[src/rtl/fifo_pkg.sv]
// fifo_pkg: Gray/binary pointer helpers and read-mode names shared by the FIFO read/write controllers
package fifo_pkg;
  localparam string FT_TRUE  = "TRUE";
  localparam string FT_FALSE = "FALSE";
  // Both helpers work on any pointer width up to 32 bits: zero-extend in, truncate out.
  function automatic logic [31:0] bin2gray(input logic [31:0] b);
    return (b >> 1) ^ b;
  endfunction
  function automatic logic [31:0] gray2bin(input logic [31:0] g);
    logic [31:0] b;
    for (int i = 0; i < 32; i++) b[i] = ^(g >> i);
    return b;
  endfunction
endpackage

[src/rtl/fifo_rd_ctrl.sv]
// fifo_rd_ctrl: async FIFO read-side pointer/flag controller with valid/ready consumer port
// Optional rlevel output (unfetched word count) is enabled by defining FIFO_RD_LEVEL_EN.
module fifo_rd_ctrl
  import fifo_pkg::*;
#(
  parameter int    ADDRSIZE      = 4,
  parameter string FALLTHROUGH   = "TRUE",
  parameter int    AREMPTY_LEVEL = 2
) (
  input  logic                rclk,
  input  logic                rrst_n,
  input  logic [ADDRSIZE:0]   rq2_wptr,
  input  logic                rd_ready,
  output logic                rd_valid,
  output logic [ADDRSIZE-1:0] raddr,
  output logic                rclken,
  output logic [ADDRSIZE:0]   rptr,
  output logic                rempty,
`ifdef FIFO_RD_LEVEL_EN
  output logic [ADDRSIZE:0]   rlevel,
`endif
  output logic                arempty
);
  localparam int PW = ADDRSIZE + 1;
  localparam bit FT = (FALLTHROUGH == FT_TRUE);
  localparam logic [PW-1:0] AE_LVL = PW'(AREMPTY_LEVEL);
  logic [PW-1:0] rbin_q, rbin_d, rptr_q, rptr_d, wbin, count;
  logic          rempty_q, rempty_d, arempty_q, arempty_d, rvalid_q, rvalid_d, fetch;
  // Flags are computed against the post-fetch pointer so a same-edge fetch is reflected at once.
  always_comb begin
    rd_valid  = FT ? !rempty_q : rvalid_q;
    fetch     = rrst_n & !rempty_q & (FT ? rd_ready : (!rvalid_q | rd_ready));
    rbin_d    = rbin_q + PW'(fetch);
    rptr_d    = PW'(bin2gray(32'(rbin_d)));
    wbin      = PW'(gray2bin(32'(rq2_wptr)));
    count     = wbin - rbin_d;
    rempty_d  = rptr_d == rq2_wptr;
    arempty_d = count <= AE_LVL;
    rvalid_d  = !FT & (fetch | (rvalid_q & !rd_ready));
  end
  always_ff @(posedge rclk) begin
    if (!rrst_n) begin
      rbin_q    <= '0;
      rptr_q    <= '0;
      rempty_q  <= 1'b1;
      arempty_q <= 1'b1;
      rvalid_q  <= 1'b0;
    end else begin
      rbin_q    <= rbin_d;
      rptr_q    <= rptr_d;
      rempty_q  <= rempty_d;
      arempty_q <= arempty_d;
      rvalid_q  <= rvalid_d;
    end
  end
`ifdef FIFO_RD_LEVEL_EN
  logic [PW-1:0] rlevel_q;
  always_ff @(posedge rclk) rlevel_q <= rrst_n ? count : '0;
  assign rlevel = rlevel_q;
`endif
  assign raddr   = rbin_q[ADDRSIZE-1:0];
  assign rclken  = fetch;
  assign rptr    = rptr_q;
  assign rempty  = rempty_q;
  assign arempty = arempty_q;
endmodule

[config.mk]
export PLATFORM = sky130hd
export DESIGN_NAME = fifo_rd_ctrl
export DESIGN_NICKNAME = d
export VERILOG_FILES = /design/src/rtl/fifo_pkg.sv /design/src/rtl/fifo_rd_ctrl.sv
export SDC_FILE = /design/constraint.sdc
export NUM_CORES = 1
export LEC_CHECK = 0
export ABC_CLOCK_PERIOD_IN_PS = 7600
export CAP_MARGIN = 20
export CORE_MARGIN = 1.5
export CORE_UTILIZATION = 45
export CTS_BUF_LIST = sky130_fd_sc_hd__clkbuf_8
export DETAILED_ROUTE_END_ITERATION = 12
export PLACE_DENSITY_LB_ADDON = 0.12
export SYNTH_ARGS = -nofsm -noshare
export SYNTH_HDL_FRONTEND = slang
export SYNTH_SLANG_ARGS = --single-unit
[constraint.sdc]
create_clock -name rclk -period 7.6 [get_ports rclk]
set_clock_uncertainty 0.15 [all_clocks]
set_input_delay 1.52 -clock rclk [delete_from_list [all_inputs] [get_ports rclk]]
set_output_delay 1.52 -clock rclk [all_outputs]
set_load 0.05 [all_outputs]
### Word level (Yosys, flattened, before mapping)

Index checks and enable logic that the tools add are counted.

* register bits after elaboration: 12
* input port bits: 8
* output and inout bits: 13
* word-level logic and storage cells: 17

* add/sub/neg operators: 2
* magnitude comparators: 1
* eq/ne operators: 1
* bitwise operators: 3
* reduce and logical (&&, ||, !) cells: 6

Operators by type and width (count)
* XOR reduction 32 bit: 5
* adder 5 x 1 -> 5 bit: 1
* equality test 5 bit: 1
* less-or-equal comparator 5 x 2 -> 1 bit, second input constant: 1
* subtractor 5 bit: 1
* XOR 4 x 5 -> 5 bit: 1
* AND 1 bit: 2
* logical NOT 1 bit: 1

### Depth between registers and ports, before layout

* word-level depth: 6
* gate-level depth with buffers: 11
* gate-level depth less buffers: 11

### Least setup slack after synthesis

Ideal clock, no wire load.

* path kind: input to register
* start: in rd_ready
* end: reg arempty_q (netlist: arempty)
* library setup time: 87 ps
* arrival time: 3777 ps
* required time: 7363 ps
* setup slack: 3586 ps
* cell stages on the path: 10
* path buffers: 0
* path through: and3_1 ha_1 ha_1 xor2_2 inv_1 ha_1 a21o_1 a21oi_1 xnor2_1 o31ai_1

* longest elaborated chain between the ends: 4

RTL lines
* start, declared: RTL line fifo_rd_ctrl.sv:13 `input logic rd_ready,`
* AND 1 bit: RTL line fifo_rd_ctrl.sv:32 `fetch = rrst_n & !rempty_q & (FT ? rd_ready : (!rvalid_q | rd_ready));`
* adder 5 x 1 -> 5 bit: RTL line fifo_rd_ctrl.sv:33 `rbin_d = rbin_q + PW'(fetch);`
* subtractor 5 bit: RTL line fifo_rd_ctrl.sv:36 `count = wbin - rbin_d;`
* less-or-equal comparator 5 x 2 -> 1 bit: RTL line fifo_rd_ctrl.sv:38 `arempty_d = count <= AE_LVL;`
* end signal, assigned: RTL line fifo_rd_ctrl.sv:52 `arempty_q <= arempty_d;`
* end, declared: RTL line fifo_rd_ctrl.sv:28 `logic rempty_q, rempty_d, arempty_q, arempty_d, rvalid_q, rvalid_d, fetch;`

Every way passes these cells.
A chain may end at the register's enable or synchronous reset.

### Worst setup path in the final report

* start: in rrst_n
* end: out rclken

* longest elaborated chain between the ends: 2

RTL lines
* start, declared: RTL line fifo_rd_ctrl.sv:11 `input logic rrst_n,`
* AND 1 bit (2 in a row): RTL line fifo_rd_ctrl.sv:32
* end, declared: RTL line fifo_rd_ctrl.sv:16 `output logic rclken,`

Every way passes these cells.

==> qor.yml <==
status:
  status: "completed"
global_routing:
  grt_usage_pct: 15.0
  grt_pass1_vias: 527
  grt_pass1_wl_um: 2160
  grt_max_degree: 13
  antenna_found_initial: 0
  gr-total-overflow: 0
placed_design:
  gp_congestion: 0.708
  dpl.hpwl_um: 1030
  place_ws_ns: 2.72
  port_buffers: 20
timing:
  finalHoldViolCount: 0
  setup_viol: 0
  post-route-period-util_pct: 64.0
  hold_ws_ns: 0.534
  setup_slack_ns: 2.74
  fin_crit_ns: 4.86
  slew_headroom_pct: 66.1
  tightest_slew_ns: 0.507
  timing.fmax_mhz: 206
  rsz0062_at_grt: "false"
  tns_ns: 0
  slew_viol_final: 0
logic_synthesis:
  yosys_warnings: 0
  ys_seq_area_share_pct: 30.3
  synthDistinctLibCells: 23
  syn_area_per_cell_um2: 9.44
  syn-cell-area_um2: 727
  synth_seq_cells: 11
  synth_nets: 92
  syn_inst: 77
critical_path:
  ff2ff_setup_slack_ns: 4.96
  start_kind: "input pin"
  cp_data_required_time_ns: 5.93
  cp_max_fo: 12
  arrival_ns: 3.19
  path_buf_inv: 2
  r2r_cells: 11
  r2r-end: "arempty$_SDFF_PN1_"
  crit_chain: "clkdlybuf4s50_1 > and3_1 > clkdlybuf4s50_1"
  critical_path.top_delay_family: "buffers and inverters"
  worstReg2RegStart: "rempty$_SDFF_PN1_"
  slowest_stage: "clkdlybuf4s50_1"
  max_stage_delay_ns: 0.80
  critPathCaptureType: "primary output"
  critPathKind: "input pin to primary output"
  cp_common_cell: "clkdlybuf4s50_1"
floorplan:
  die_area_um2: 1870
  ioPinCount: 21
  start_util_pct: 48.3
  dieWidth_um: 43.2
  fp.dieH_um: 43.2
  core_area_um2: 1510
  rows: 14
detailed_routing:
  drt_first_pass_iters: 4
  drc: 0
  drt_iter0_drc: 7
  antenna_left: 0
  wl_per_cell_um: 10.4
  dr_total_vias: 582
  routed_via_density: 5.02
  routed_wl_um: 1210
layout:
  diodes: 0
  n_fill_cell: 135
  drive_gt1_share_pct: 7.00
  mostFrequentLayoutCells: "clkdlybuf4s50_1, xnor2_1, dfxtp_1, xor2_1"
  final-seq-area_um2: 220
  multiInputGateArea_um2: 475
  fin_util_pct: 65.6
  syn_to_final_growth_pct: 36.0
  nets: 116
  final_common_cell: "clkdlybuf4s50_1"
cts:
  cts_buffers: 3
  clock_sinks: 11
  worstSkewPairLatency_ns: 0.23
  clk_pin_slew_ns: 0.05
  cts-root-buf: "clkbuf_8"
  hold_buffers: 0
  cts_tree: "yes"
  cts_resized: 0
  cts.htree.levels: 1
  cts_max_path_buffers: 2
  post-cts-setup-buffer-count: 0
pwr:
  power_w: 0.000162
  powerDensity_nw_per_um2: 164
  ir_worst_vdd_uv: 84.8
  p_leak_nw: 0.427
worst_hold_path:
  hp-class: "register to register"
  hold_end: "rptr[4]$_SDFF_PN0_"
  hold_start: "rptr[4]$_SDFF_PN0_"
  hold_depth: 2
job:
  drv_cap: 0
## metal layers
layer  share of wire, %  GRT usage, %
met5                  0             0
met4               0.74          5.45
met3                5.3          2.55
met2                 47          26.0
met1                 47          18.4
## synth_stat cells
| cell type | instances | area, µm² |
|---|---|---|
| dfxtp_1 | 11 | 220 |
| a21o_1 | 2 | 15.0 |
| and3_1 | 2 | 12.5 |
| buf_2 | 1 | 5.00 |
| xor2_2 | 1 | 16.3 |
| nand2_1 | 2 | 7.51 |
| a31oi_1 | 1 | 6.26 |
| o21ai_0 | 1 | 5.00 |
| xnor2_1 | 12 | 105 |
| xor2_1 | 10 | 87.6 |
| ha_1 | 6 | 75.1 |
| o211ai_1 | 1 | 7.51 |
| nand3_1 | 2 | 10.0 |
| o31ai_1 | 1 | 7.51 |
| and2_2 | 1 | 7.51 |
| fa_1 | 1 | 20.0 |
| nor2b_1 | 2 | 12.5 |
| nor3_1 | 1 | 5.00 |
| and2_1 | 7 | 43.8 |
| inv_1 | 7 | 26.3 |
| a21oi_1 | 3 | 15.0 |
| o21ai_1 | 1 | 5.00 |
| mux2_2 | 1 | 11.3 |
## worst register-to-register path, stage by stage, from the launching register on
cell	delay (ns)
dfxtp_1	0.30
inv_1	0.06
and3_1	0.16
ha_1	0.22
ha_1	0.33
xor2_2	0.31
inv_1	0.08
ha_1	0.34
a21o_1	0.18
a21oi_1	0.17
xnor2_1	0.08
o31ai_1	0.19
## where the power goes
group	internal (W)	leakage, nW	switching [W]
Sequential	0.0000598	0.0896	0.000000652
Clock	0.0000359	0.0255	0.0000202
Combinational	0.0000204	0.312	0.0000252
## metrics by stage
step	cell area, µm²	std cells
2_1_floorplan	727	77
3_3_place_gp	942	112
3_5_place_dp	942	112
4_1_cts	988	116
5_1_grt	988	116
6_report	988	116
## area by class of cell
class / instances / area share (%)
Clock buffer: 3 / 4.18
Clock inverter: 1 / 0.506
Inverter: 7 / 2.66
Multi-Input combinational cell: 58 / 48.1
Sequential cell: 11 / 22.3
Tap cell: 16 / 2.03
Timing Repair Buffer: 20 / 20.3
## worst max-delay path by stage
stage,startpoint,to,slack (ns),cells past startpoint
6_report,rrst_n,rclken,2.74,3
5_1_grt,rrst_n,rclken,2.63,3
4_1_cts,rrst_n,rclken,2.72,3
3_5_place_dp,rrst_n,rclken,2.72,3
3_3_place_gp,rrst_n,rclken,2.74,3
2_1_floorplan,rd_ready,arempty$_SDFF_PN1_,3.59,10
## registers in the layout (all words and copies together) (netlist names)
register	count
rbin_q	4
arempty	1
rptr	5
rempty	1
## cell families after synthesis
kind of cell	after synthesis	share of synthesized area [%]
XOR/XNOR	23	28.7
flip-flops	11	30.3
buffers and inverters	8	4.30
multiplexers	1	1.55
AND/OR/NAND/NOR	17	13.6
AO/OA/AOI/OAI	10	8.43
adder cells (fa/ha/maj)	7	13.1
Note: power is estimated with default switching activity, not from simulation.
